[src/rtl/snake_logic.sv]
// Snake game datapath: moves, collides, grows and re-seeds food once per controller tick.
// Latency: LOGIC_DONE 3 cycles after a sampled tick edge for a plain move, longer when food is re-fetched.
// Backpressure: ticks arriving outside IDLE are dropped; the PRNG fetch stalls on rng_ack indefinitely.
module snake_logic #(
  parameter int         MAX_LEN   = 16,
  parameter int         INIT_LEN  = 3,
  parameter logic [5:0] FOOD_INIT = 6'd45
) (
  input  logic            clka,
  input  logic            restart,
  input  logic [1:0]      to_logic,
  input  logic [1:0]      direction_state,
  output logic [1:0]      from_logic,
  output logic [7:0][7:0] led_array,
  output logic            rng_req,
  input  logic            rng_ack,
  input  logic [5:0]      rng_data,
  output logic [5:0]      snake_len
);

  localparam int PW = $clog2(MAX_LEN);
  // Initial snake lies on row 3 starting at column 0 (cell 24 upward).
  localparam logic [63:0] INIT_GRID = ((64'd1 << INIT_LEN) - 64'd1) << 24;

  typedef enum logic [2:0] {
    S_IDLE, S_CALC, S_COMMIT, S_RNG_REQ, S_RNG_WAIT, S_SCAN
  } state_t;

  state_t          r_state;
  logic [5:0]      r_body [MAX_LEN];
  logic [PW-1:0]   r_head_ptr;
  logic [PW-1:0]   r_tail_ptr;
  logic [63:0]     r_grid;
  logic [5:0]      r_food;
  logic [5:0]      r_len;
  logic            r_blink;
  logic            r_done;
  logic            r_game_end;
  logic            r_rng_req;
  logic            r_tick_prev;
  logic            r_tick_edge;
  logic [5:0]      r_next;
  logic            r_eat;
  logic            r_grow;
  logic            r_hit;
  logic [5:0]      r_cand;

  logic [5:0]      w_head;
  logic [5:0]      w_tail;
  logic [5:0]      w_next;
  logic            w_grow;
  logic [PW-1:0]   w_head_ptr_inc;
  logic [PW-1:0]   w_tail_ptr_inc;
  logic [63:0]     w_image;

  function automatic logic [PW-1:0] ptr_inc(input logic [PW-1:0] p);
    return (p == PW'(MAX_LEN - 1)) ? '0 : p + 1'b1;
  endfunction

  assign w_head         = r_body[r_head_ptr];
  assign w_tail         = r_body[r_tail_ptr];
  assign w_head_ptr_inc = ptr_inc(r_head_ptr);
  assign w_tail_ptr_inc = ptr_inc(r_tail_ptr);
  assign w_grow         = (w_next == r_food) && (r_len < 6'(MAX_LEN));

  assign from_logic = {r_game_end, r_done};
  assign rng_req    = r_rng_req;
  assign snake_len  = r_len;
  assign led_array  = w_image;

  // Candidate head: one step in the requested direction, each axis wraps on 3 bits.
  always_comb begin
    w_next = w_head;
    case (direction_state)
      2'd0:    w_next = {3'(w_head[5:3] + 3'd1), w_head[2:0]};
      2'd1:    w_next = {3'(w_head[5:3] - 3'd1), w_head[2:0]};
      2'd2:    w_next = {w_head[5:3], 3'(w_head[2:0] - 3'd1)};
      default: w_next = {w_head[5:3], 3'(w_head[2:0] + 3'd1)};
    endcase
  end

  // Display image; after game over the head pixel blinks with each paused tick.
  always_comb begin
    w_image = r_grid | (64'd1 << r_food);
    if (r_game_end) w_image[w_head] = ~r_blink;
  end

  // Rising-edge detector on LOGIC_TICK; prev resets high so a held tick is not seen as new.
  always_ff @(posedge clka) begin
    if (restart) begin
      r_tick_prev <= 1'b1;
      r_tick_edge <= 1'b0;
    end else begin
      r_tick_prev <= to_logic[0];
      r_tick_edge <= to_logic[0] & ~r_tick_prev;
    end
  end

  // Game FSM: tick accept, move evaluation, body/grid commit, food fetch and free-cell scan.
  always_ff @(posedge clka) begin
    if (restart) begin
      r_state <= S_IDLE;
      for (int i = 0; i < MAX_LEN; i++) begin
        r_body[i] <= (i < INIT_LEN) ? 6'(24 + i) : 6'd0;
      end
      r_head_ptr <= PW'(INIT_LEN - 1);
      r_tail_ptr <= '0;
      r_grid     <= INIT_GRID;
      r_food     <= FOOD_INIT;
      r_len      <= 6'(INIT_LEN);
      r_blink    <= 1'b0;
      r_done     <= 1'b0;
      r_game_end <= 1'b0;
      r_rng_req  <= 1'b0;
      r_next     <= 6'd0;
      r_eat      <= 1'b0;
      r_grow     <= 1'b0;
      r_hit      <= 1'b0;
      r_cand     <= 6'd0;
    end else begin
      case (r_state)
        S_IDLE: begin
          if (r_tick_edge) begin
            if (to_logic[1] || r_game_end) begin
              r_blink <= ~r_blink;
              r_done  <= 1'b1;
            end else begin
              r_done  <= 1'b0;
              r_state <= S_CALC;
            end
          end
        end
        S_CALC: begin
          r_next  <= w_next;
          r_eat   <= (w_next == r_food);
          r_grow  <= w_grow;
          // Moving into the tail cell is legal when that tail is vacating this tick.
          r_hit   <= r_grid[w_next] && !((w_next == w_tail) && !w_grow);
          r_state <= S_COMMIT;
        end
        S_COMMIT: begin
          if (r_hit) begin
            r_game_end <= 1'b1;
            r_done     <= 1'b1;
            r_state    <= S_IDLE;
          end else begin
            // Tail clear precedes head set so a head entering the old tail cell stays lit.
            if (!r_grow) begin
              r_grid[w_tail] <= 1'b0;
              r_tail_ptr     <= w_tail_ptr_inc;
            end
            r_grid[r_next]         <= 1'b1;
            r_body[w_head_ptr_inc] <= r_next;
            r_head_ptr             <= w_head_ptr_inc;
            if (r_grow) r_len <= r_len + 6'd1;
            if (r_eat) begin
              r_rng_req <= 1'b1;
              r_state   <= S_RNG_REQ;
            end else begin
              r_done  <= 1'b1;
              r_state <= S_IDLE;
            end
          end
        end
        S_RNG_REQ, S_RNG_WAIT: begin
          if (rng_ack) begin
            r_cand    <= rng_data;
            r_rng_req <= 1'b0;
            r_state   <= S_SCAN;
          end else begin
            r_state <= S_RNG_WAIT;
          end
        end
        S_SCAN: begin
          if (!r_grid[r_cand]) begin
            r_food  <= r_cand;
            r_done  <= 1'b1;
            r_state <= S_IDLE;
          end else begin
            r_cand <= r_cand + 6'd1;
          end
        end
        default: r_state <= S_IDLE;
      endcase
    end
  end

endmodule

[config.mk]
export PLATFORM = sky130hd
export DESIGN_NAME = snake_logic
export DESIGN_NICKNAME = d
export VERILOG_FILES = /design/src/rtl/snake_logic.sv
export SDC_FILE = /design/constraint.sdc
export NUM_CORES = 1
export LEC_CHECK = 0
export CAP_MARGIN = 10
export CORE_ASPECT_RATIO = 1.5
export CORE_MARGIN = 8
export CORE_UTILIZATION = 24
export DETAILED_ROUTE_END_ITERATION = 8
export PLACE_DENSITY = 0.39
export SLEW_MARGIN = 15
export SYNTH_ARGS = -nofsm -noshare
export SYNTH_HDL_FRONTEND = slang
export SYNTH_SLANG_ARGS = --single-unit
[constraint.sdc]
create_clock -name clka -period 8.88 [get_ports clka]
set_clock_uncertainty 0.2 [all_clocks]
set_input_delay 2.664 -clock clka [delete_from_list [all_inputs] [get_ports clka]]
set_output_delay 2.664 -clock clka [all_outputs]
set_load 0.01 [all_outputs]
==> impl_summary.md <==
Status
The run finished with clean final reports.

Logic synthesis
For this run, the number of Yosys warnings is 0. The XOR/XNOR share of the synthesized area is 1.99%. When the netlist entered floorplanning its net count stood at 1361. Of all flip-flops after synthesis, the portion carrying an async set or reset was 0%. After synthesis, the largest family of logic cells by area is simple AND/OR/NAND/NOR gates. The share of the yosys chip area belonging to registers is 39.8%.

The post-synthesis simple-gate area fraction is 19.2%. After Yosys synthesis, full adders, half adders and majority gates account for 1.07% of the synthesized area. Counting every instance in the synthesized netlist gives 1338. The compound-cell area share of the yosys netlist is 16.2%. Yosys mapped a number of flops with a built-in enable equal to 96. The netlist uses 63 different library cells.

The cell area that synthesis handed to floorplanning was 13100 um2. The number of flip-flops and latches in the synthesized netlist is 212. The mean post-synth cell area is 9.77 um2. The most used flip-flop cell after synthesis is sky130_fd_sc_hd__dfxtp_1. Of the post-synthesis cell area, the part taken by muxes is 17.9%.

Cells and area
The most common cell after layout, fill and taps aside is sky130_fd_sc_hd__nor2_1. The final-stage net count is 1404. The number of antenna repair diodes is 0.

The share of final-layout standard cells stronger than drive strength 1 is 13.3%. The area growth from synthesis to layout is 17.5%. Counting the fill cells in the layout gives 5694. The library cells used most frequently in the layout, excluding fill and tap cells, are sky130_fd_sc_hd__nor2_1 (129), sky130_fd_sc_hd__nand2_1 (123), sky130_fd_sc_hd__dfxtp_1 (113), sky130_fd_sc_hd__and2_1 (99), sky130_fd_sc_hd__edfxtp_1 (96). The final standard cell utilization of the core is 28.3%.

Worst setup path
STA puts the critical path data required time at 6.02 ns. The critical path is of the flop to primary output type. Walking the worst path, the cells encountered are buf_4 > mux4_2 > mux2i_1 > a21oi_1 > nor3b_2 > buf_4 > a221oi_1 > a31oi_1 > clkdlybuf4s50_1.

For this design, the slowest cell found on the critical path is sky130_fd_sc_hd__nor3b_2. The number of buffers and inverters on the critical path is 3. STA classifies the critical path endpoint as a primary output.

The kind of cell with the highest combined delay on the critical path is buffers and inverters. Of all nets on the critical path, the largest fanout is 14. The largest incremental delay on the critical path is 0.73 ns.

STA classifies the critical path startpoint as a flop. The most common cell type on the critical path is sky130_fd_sc_hd__buf_4. At the worst endpoint, the arrival time is 5.09 ns.

Timing
For the pin with the worst max-slew slack, the measured transition is 1.23 ns. Setup total negative slack on the finished layout was measured at 0 ns. After layout, the minimum clock period comes to 7.95 ns.

The highest clock frequency the design can meet is 126 MHz. The final critical path takes up 89.6% of the cycle. The number of pins with negative max-slew slack in the final report is 0. The count of final hold-check violations is 0. The final setup violation count is 0.

The post-route worst hold slack is 0.187 ns. The tightest slew margin relative to the limit is 17.1%. Setup repair after global routing left no endpoint under its margin.

Floorplanning
In this run the vertical extent of the chip is 302 um. 86 I/O pins were placed. The initial utilization of the core area, before any placement, comes to 24.1%. The die covers 62300 um2.

The floorplan has 105 rows. The floorplan core area is 54300 um2. The die is 207 um wide.

Detailed routing
After detailed routing, the number of remaining DRC violations is 0. The first routing iteration left 720 violations. The mean number of vias per cell is 5.26. Before antenna repair, the detailed router went through 5 iterations.

For this block, the routed nets add up to 56900 um of wire. The routed via count is 11.0k. The detail route stage leaves a number of antenna-violating nets equal to 0.

Dividing the detail-routed wire length by the instance count gives 27.2 um.

Min path
The class of the most critical hold timing path is flop to flop.

CTS
In this run the deepest clock path goes through 3 buffers. The root buffer cell is sky130_fd_sc_hd__clkbuf_16. Post-CTS repair changed the size of 0 cells. The number of H-tree levels is 1.

TritonCTS built the clock tree. The source-to-sink clock delay at the later pin of the worst-skew pair is 0.55 ns. The buffers inserted during post-CTS setup optimization is 0. The hold-fix buffer count after cts is 0. After clock tree synthesis, the clock-pin slew on the worst setup and hold paths is 0.07 ns.

CTS saw 212 sinks. The number of clock buffers added by TritonCTS is 23.

Global route
The first-pass GRT wire length is 81000 um. The via count of the first global-routing pass is 11.1k. The all-layer global routing usage is 18.0%. Global routing finished with a remaining overflow of 0. Entering global routing, the biggest net connects 65 pins. The number of antenna violations at the first check in global routing was 0.

Placed design
After legalization and detailed placement, the total HPWL measured 44600 um. The congestion estimate from routability-driven global placement came to 0.954. The count of input and output buffers is 85.

Power
The worst supply voltage drop on vdd is 0.0000995 V. The overall power is 0.00211 W. The power density normalized to cell area is 138 nW/um2. For this design the static power due to leakage is 4.97 nW.

Run
The number of maximum-capacitance violations is 0.
==> layout make-up <==
cell class / count / area, um2 / share of cell area [%]
Tap cell: 695 / 870 / 5.66
Inverter: 20 / 75.1 / 0.489
Timing Repair Buffer: 119 / 1100 / 7.17
Multi-Input combinational cell: 1005 / 7400 / 48.2
Sequential cell: 212 / 5210 / 33.9
Clock buffer: 28 / 594 / 3.87
Clock inverter: 14 / 104 / 0.676
==> stage by stage <==
stage | cell area (um2) | setup slack (ns) | std cells
2_1_floorplan | 13100 | 2.99 | 1338
3_3_place_gp | 14700 | 1.48 | 2051
3_5_place_dp | 14700 | 1.44 | 2051
4_1_cts | 15400 | 0.903 | 2093
5_1_grt | 15400 | 0.503 | 2093
6_report | 15400 | 0.926 | 2093
==> power breakdown <==
| part | total (W) | leakage [nW] | internal [W] | switching [W] |
|---|---|---|---|---|
| sequential | 0.00105 | 1.90 | 0.00103 | 0.0000139 |
| clock | 0.000928 | 0.341 | 0.000509 | 0.000420 |
| combinational | 0.000138 | 2.73 | 0.0000485 | 0.0000898 |
==> flip-flops by register name, summed over array words and instances (netlist names), 3 cells and up, named ones only <==
register / count
r_body: 96
r_cand: 6
r_food: 6
r_grid: 64
r_head_ptr: 4
r_next: 6
r_state: 3
r_tail_ptr: 4
snake_len: 6
==> worst paths after layout <==
kind | start | endpoint | slack (ns) | cells past startpoint
worst max-delay path | flop | led_array[37] | 0.93 | 9
worst min-delay path | r_tick_prev | r_tick_edge | 0.19 | 1
worst max register to register | flop | r_hit | 2.61 | 13
worst min register to register | r_tick_prev | r_tick_edge | 0.19 | 1
==> cell usage after synthesis, drive strengths merged, types with 40 or more instances <==
cell type  instances  share of area, %
nor2             129               3.7
nand2            123               3.5
dfxtp            116                18
and2              99               4.7
edfxtp            96                22
clkbuf            78               2.2
mux4              75                13
o21ai             71               2.8
a21oi             70               2.7
mux2i             62               4.7
a211oi            42               2.4
a31oi             40               1.9
==> logic make-up after synthesis <==
family / Yosys count
flip-flops: 212
AND/OR/NAND/NOR: 507
XOR/XNOR: 26
buffers and inverters: 121
adder cells (fa/ha/maj): 10
multiplexers: 140
AO/OA/AOI/OAI: 322
==> metal layers <==
layer	track usage [%]	routed length (um)	vias up
met2	35.3	31600	358
li1	-	-	5132
met4	11.3	3920	0
met3	1.83	2140	128
met1	17.5	19300	5396
met5	0	0	-
Power figures use the tool's default switching activity.
